<file path="src/rtl/lcd_refresh_scheduler.sv">
// lcd_refresh_scheduler: runs the LCD power-on command sequence, then mirrors a 32-byte
// character buffer onto a 16x2 panel and arbitrates refresh passes against raw LCD commands.
//   iCLK, iRST_N                  clock, asynchronous active-low reset
//   iWR_EN, iWR_ADDR, iWR_CHAR    buffer write port (0-15 line 1, 16-31 line 2)
//   iCMD_REQ, iCMD, oCMD_ACK      raw command request/ack (present only with LCD_SCHED_CMD_EN)
//   oLCD_DATA, oLCD_RS            byte and register select presented to the LCD controller
//   oLCD_START, iLCD_DONE         controller transaction handshake
//   oBUSY, oINIT_DONE             sequencer status
// Define LCD_SCHED_CMD_EN to include the external command path.
module lcd_refresh_scheduler #(
  parameter int DLY_CYCLES = 262143,
  parameter int DLY_W      = 18
) (
  input  logic       iCLK,
  input  logic       iRST_N,
  input  logic       iWR_EN,
  input  logic [4:0] iWR_ADDR,
  input  logic [7:0] iWR_CHAR,
  input  logic       iCMD_REQ,
  input  logic [7:0] iCMD,
  output logic       oCMD_ACK,
  output logic [7:0] oLCD_DATA,
  output logic       oLCD_RS,
  output logic       oLCD_START,
  input  logic       iLCD_DONE,
  output logic       oBUSY,
  output logic       oINIT_DONE
);
  typedef enum logic [2:0] {S_LOAD, S_WAIT_DONE, S_DELAY, S_NEXT, S_IDLE} state_t;
  typedef enum logic [1:0] {M_INIT, M_REFRESH, M_CMD} mode_t;
  state_t           state_q, state_d;
  mode_t            mode_q, mode_d;
  logic [5:0]       idx_q, idx_d;
  logic [DLY_W-1:0] cnt_q, cnt_d;
  logic [7:0]       data_q, data_d;
  logic             rs_q, rs_d;
  logic             start_q, start_d;
  logic             ack_q, ack_d;
  logic             init_done_q, init_done_d;
  logic             dirty_q, dirty_d;
  logic [7:0]       buf_q [32];
  logic [4:0]       rd_addr;
  logic [7:0]       ent_data;
  logic             ent_rs;
  logic             last;
  logic [7:0]       cmd_q;
  logic             cmd_go;
`ifdef LCD_SCHED_CMD_EN
  assign cmd_go = iCMD_REQ;
  always_ff @(posedge iCLK or negedge iRST_N)
    if (!iRST_N) cmd_q <= 8'h00;
    else if (state_q == S_IDLE && iCMD_REQ) cmd_q <= iCMD;
`else
  logic unused_cmd;
  assign cmd_go     = 1'b0;
  assign cmd_q      = 8'h00;
  assign unused_cmd = ^{iCMD_REQ, iCMD};
`endif
  always_ff @(posedge iCLK or negedge iRST_N)
    if (!iRST_N) for (int i = 0; i < 32; i++) buf_q[i] <= 8'h20;
    else if (iWR_EN) buf_q[iWR_ADDR] <= iWR_CHAR;
  // Refresh index 1-16 maps to buf[0..15], 18-33 to buf[16..31]; 0 and 17 are cursor commands.
  assign rd_addr = (idx_q <= 6'd16) ? 5'(idx_q - 6'd1) : 5'(idx_q - 6'd2);
  always_comb begin
    ent_data = 8'h00;
    ent_rs   = 1'b0;
    last     = 1'b0;
    case (mode_q)
      M_INIT: begin
        ent_data = idx_q == 6'd0 ? 8'h38 : idx_q == 6'd1 ? 8'h0C : idx_q == 6'd2 ? 8'h01 :
                   idx_q == 6'd3 ? 8'h06 : 8'h80;
        last     = idx_q == 6'd4;
      end
      M_REFRESH: begin
        ent_rs   = idx_q != 6'd0 && idx_q != 6'd17;
        ent_data = idx_q == 6'd0 ? 8'h80 : idx_q == 6'd17 ? 8'hC0 : buf_q[rd_addr];
        last     = idx_q == 6'd33;
      end
      default: begin
        ent_data = cmd_q;
        last     = 1'b1;
      end
    endcase
  end
  always_comb begin
    state_d     = state_q;
    mode_d      = mode_q;
    idx_d       = idx_q;
    cnt_d       = cnt_q;
    data_d      = data_q;
    rs_d        = rs_q;
    start_d     = start_q;
    ack_d       = 1'b0;
    init_done_d = init_done_q;
    dirty_d     = dirty_q;
    case (state_q)
      S_LOAD: begin
        data_d  = ent_data;
        rs_d    = ent_rs;
        start_d = 1'b1;
        cnt_d   = '0;
        state_d = S_WAIT_DONE;
      end
      S_WAIT_DONE:
        if (iLCD_DONE) begin
          start_d = 1'b0;
          state_d = S_DELAY;
        end
      S_DELAY: begin
        cnt_d   = cnt_q + 1'b1;
        state_d = cnt_q == DLY_W'(DLY_CYCLES - 1) ? S_NEXT : S_DELAY;
      end
      S_NEXT:
        if (last) begin
          state_d     = S_IDLE;
          init_done_d = init_done_q | (mode_q == M_INIT);
          ack_d       = mode_q == M_CMD;
          dirty_d     = dirty_q | (mode_q == M_CMD);
        end else begin
          idx_d   = idx_q + 6'd1;
          state_d = S_LOAD;
        end
      default:
        if (cmd_go) begin
          mode_d  = M_CMD;
          idx_d   = '0;
          state_d = S_LOAD;
        end else if (dirty_q) begin
          dirty_d = 1'b0;
          mode_d  = M_REFRESH;
          idx_d   = '0;
          state_d = S_LOAD;
        end
    endcase
    // A write landing on the cycle that clears dirty must still schedule another pass.
    if (iWR_EN) dirty_d = 1'b1;
  end
  always_ff @(posedge iCLK or negedge iRST_N)
    if (!iRST_N) begin
      state_q     <= S_LOAD;
      mode_q      <= M_INIT;
      idx_q       <= '0;
      cnt_q       <= '0;
      data_q      <= 8'h00;
      rs_q        <= 1'b0;
      start_q     <= 1'b0;
      ack_q       <= 1'b0;
      init_done_q <= 1'b0;
      dirty_q     <= 1'b1;
    end else begin
      state_q     <= state_d;
      mode_q      <= mode_d;
      idx_q       <= idx_d;
      cnt_q       <= cnt_d;
      data_q      <= data_d;
      rs_q        <= rs_d;
      start_q     <= start_d;
      ack_q       <= ack_d;
      init_done_q <= init_done_d;
      dirty_q     <= dirty_d;
    end
  assign oLCD_DATA  = data_q;
  assign oLCD_RS    = rs_q;
  assign oLCD_START = start_q;
  assign oCMD_ACK   = ack_q;
  assign oINIT_DONE = init_done_q;
  assign oBUSY      = state_q != S_IDLE;
endmodule

</file>
<file path="config.mk">
export PLATFORM = sky130hd
export DESIGN_NAME = lcd_refresh_scheduler
export DESIGN_NICKNAME = d
export VERILOG_FILES = /design/src/rtl/lcd_refresh_scheduler.sv
export SDC_FILE = /design/constraint.sdc
export NUM_CORES = 1
export LEC_CHECK = 0
export CORE_UTILIZATION = 30
export CTS_BUF_LIST = sky130_fd_sc_hd__clkbuf_8
export DETAILED_ROUTE_END_ITERATION = 10
export MAX_ROUTING_LAYER = met4
export PLACE_DENSITY = 0.42
export SYNTH_ARGS = -nofsm -noshare
export SYNTH_HDL_FRONTEND = slang
export SYNTH_SLANG_ARGS = --single-unit
</file>
<file path="constraint.sdc">
create_clock -name iCLK -period 8.3 [get_ports iCLK]
set_clock_uncertainty 0.2 [all_clocks]
set_input_delay 2.075 -clock iCLK [delete_from_list [all_inputs] [get_ports iCLK]]
set_output_delay 2.075 -clock iCLK [all_outputs]
set_load 0.02 [all_outputs]
</file>
==> impl_results.md <==
- Rows: 84
- Normalized max-slew margin: 0.142
- Antenna violations before repair: 0
- Status: completed
- Worst-skew pair later-pin latency: 0.68 ns
- Placed cell count: 2,102
- Post-CTS sizing: 0
- Post-synth top area share: 0.412
- Fin. max-slew vios: 0
- Synth top area cells: dfrtp_1 (41%), mux2_2 (22%), dfstp_2 (5.4%)
- Vias per cell: 5.58
- DP Wirelength: 33,700 um
- Most common cell after layout, fill and taps aside: mux2_2
- Die span in y: 233 um
- N_diodes: 0
- First-pass GRT wire length: 82,900 um
- RSZ-0062 raised after global routing: false
- Sequential area share after synthesis: 0.466
- Pwr/cell area: 379 nW/um^2
- TritonRoute pass-1 iters: 5
- Tcrit/Tclk final: 0.608
- Setup Crit Path Kind: reg2reg
- Share of cells above drive strength 1: 0.317
- Clk slew on worst S/H paths: 0.06 ns
- Core Area: 52,700 sq um
- Die width: 233 um
- Worst-margin pin slew: 1.28 ns
- Routed wire length per instance: 24.7 um
- Routability cong.: 0.855
- Die area: 54,200 sq um
- Non-Filler Instances: 2,204
- Port Buffers: 28
- Synth Area per Inst: 11.0 sq um
- Pin count of the biggest net entering global routing: 126
- Tot GR Track Use: 0.211
- Max-cap violations: 0
- Cell Area, Synth: 16,000 sq um
- Area Growth Syn to Fin: 13.4%
- # IOs: 39
- Setup TNS: 0 ns
- Number of enable flip-flop cells after synthesis: 0
- WHS Path Cells: 1
- Cell taking the most area after synthesis: dfrtp_1
- Syn Inst Count: 1,459
- Largest fanout on the critical path: 48
- WHS Endpoint: cnt_q[16]$_DFFE_PN0P_
- Async set or reset register ratio after synthesis: 1.00
- Syn nets: 1,495
- Detailed-route via count: 12,300
- RR Endpoint: oLCD_DATA[0]$_DFFE_PN0P_
- Type of origin of the critical path: register
- R2r setup slk: 3.25 ns
- Residual DRC: 0
- CTS max path bufs: 3
- HP Start: cnt_q[16]$_DFFE_PN0P_
- R2R depth: 12
- Synth warn: 0
- Pre-CTS setup slack: 3.26 ns
- #FFs+latches synth: 296
- Worst Setup End Kind: register
- DRT iter0 DRCs: 835
- Peak supply drop: 212 uV
- Fmax: 198 MHz
- Hold Crit Class: reg2reg
- Post-CTS Setup Repair Bufs: 0
- Final WL: 54,500 um
- RR Startpoint: idx_q[1]$_DFFE_PN0P_
- Root Driver: clkbuf_8
- CTS Hold Buffers Added: 0
- Leakage: 0.00764 uW
- Post-route minimum period: 5.05 ns
- Cell variety after synth: 78
- Final #Nets: 1,507
- Final Setup Violations: 0
- Initial core utilization: 0.304
- Crit path DAT: 5.41 ns
- Htree depth: 2
- Clock sinks: 296
- Number of global-route vias before repair: 12,400
- Main synth FF type: dfrtp_1
- Fill count: 5,301
- TritonCTS buffer count: 55
- Hold Violations, Final: 0
- Commonest non-fill, non-tap cells in the layout: mux2_2 (306), dfrtp_1 (261), nand2_1 (181)
- GRT overflow: 0
- Worst setup margin: 3.25 ns
- DRT antenna net count: 0
- CTS tree: done
- Critical path required time: 8.66 ns
power by group:
group / total, uW / internal, uW / switching, uW
Combinational: 3440 / 1260 / 2190
Sequential: 2020 / 1760 / 260
Clock: 1410 / 746 / 663
metal layers:
layer | up-vias | wire length (um) | global-route usage
met5 | - | 0 | -
li1 | 5500 | - | -
met4 | 0 | 1150 | 0.0558
met2 | 297 | 25100 | 0.325
met1 | 6431 | 26000 | 0.290
met3 | 72 | 2260 | 0.0301
state kept, by name, summed over array words and instances (netlist names):
signal      flops
cnt_q          18
state_q         3
buf_q         256
oINIT_DONE      1
mode_q          1
oLCD_DATA       8
dirty_q         1
idx_q           6
oLCD_START      1
oLCD_RS         1
area by class of cell:
| type | count | area, sq um | share of cell area |
|---|---|---|---|
| Clock buffer | 69 | 950 | 0.0524 |
| Clock inverter | 33 | 144 | 0.00793 |
| Inverter | 15 | 56.3 | 0.00310 |
| Multi-Input combinational cell | 1035 | 8070 | 0.445 |
| Sequential cell | 296 | 7450 | 0.411 |
| Tap cell | 688 | 861 | 0.0475 |
| Timing Repair Buffer | 68 | 598 | 0.0330 |
Yosys cell counts (all sizes together), types with 8 or more instances:
cell type / number
o211ai: 19
nor3b: 28
nor2: 48
nor3: 15
mux2: 306
nand3: 52
ha: 10
nand2: 181
a21oi: 36
inv: 14
a21o: 10
a22o: 9
clkbuf: 85
nand4: 14
mux2i: 27
dfrtp: 263
nor4: 8
a211oi: 8
o221ai: 16
a32oi: 9
a221oi: 27
and3: 10
dfstp: 33
a22oi: 18
a31oi: 36
o22ai: 14
buf: 28
o21ai: 28
worst max path at each step:
stage	start	end	cells past startpoint
after floorplan	iWR_ADDR[0]	buf_q[153]$_DFFE_PN0P_	5
after global placement	idx_q[1]$_DFFE_PN0P_	oLCD_DATA[0]$_DFFE_PN0P_	12
after detailed placement	idx_q[1]$_DFFE_PN0P_	oLCD_DATA[0]$_DFFE_PN0P_	12
after CTS	idx_q[1]$_DFFE_PN0P_	oLCD_DATA[0]$_DFFE_PN0P_	12
after global routing	idx_q[1]$_DFFE_PN0P_	oLCD_DATA[0]$_DFFE_PN0P_	12
final	idx_q[1]$_DFFE_PN0P_	oLCD_DATA[0]$_DFFE_PN0P_	12
cell families after synthesis:
family / after synthesis / synth area share
other: 1 / 0.000235
xor gates and xnor gates: 7 / 0.00383
adders and majority gates: 10 / 0.00782
buffers and inverters: 128 / 0.0329
AOI/OAI and AO/OA: 288 / 0.133
DFF: 296 / 0.466
muxes: 339 / 0.241
and+or+nand+nor: 390 / 0.116
metrics by stage:
| stage | cell area, sq um | hold WS [ns] | power (uW) | utilization |
|---|---|---|---|---|
| 2_1_floorplan | 16000 | 0.248 | 4170 | - |
| 3_3_place_gp | 17000 | 0.262 | 5440 | 0.324 |
| 3_5_place_dp | 17000 | 0.274 | 5480 | 0.324 |
| 4_1_cts | 18100 | 0.285 | 6920 | 0.344 |
| 5_1_grt | 18100 | 0.305 | 7280 | 0.344 |
| 6_report | 18100 | 0.284 | 6870 | 0.344 |
worst max-delay path: stages, from the launching register on:
cell and delay [ns]:
dfrtp_1 0.82, inv_1 0.31, ha_4 0.86, buf_4 0.62, inv_1 0.52, nand2_1 0.21
nand2_1 0.06, a22o_1 0.18, a211oi_1 0.39, a21oi_1 0.14, nand3_1 0.16, a211oi_1 0.08
a221o_1 0.33
No activity file was read; power rests on OpenSTA's default activity.
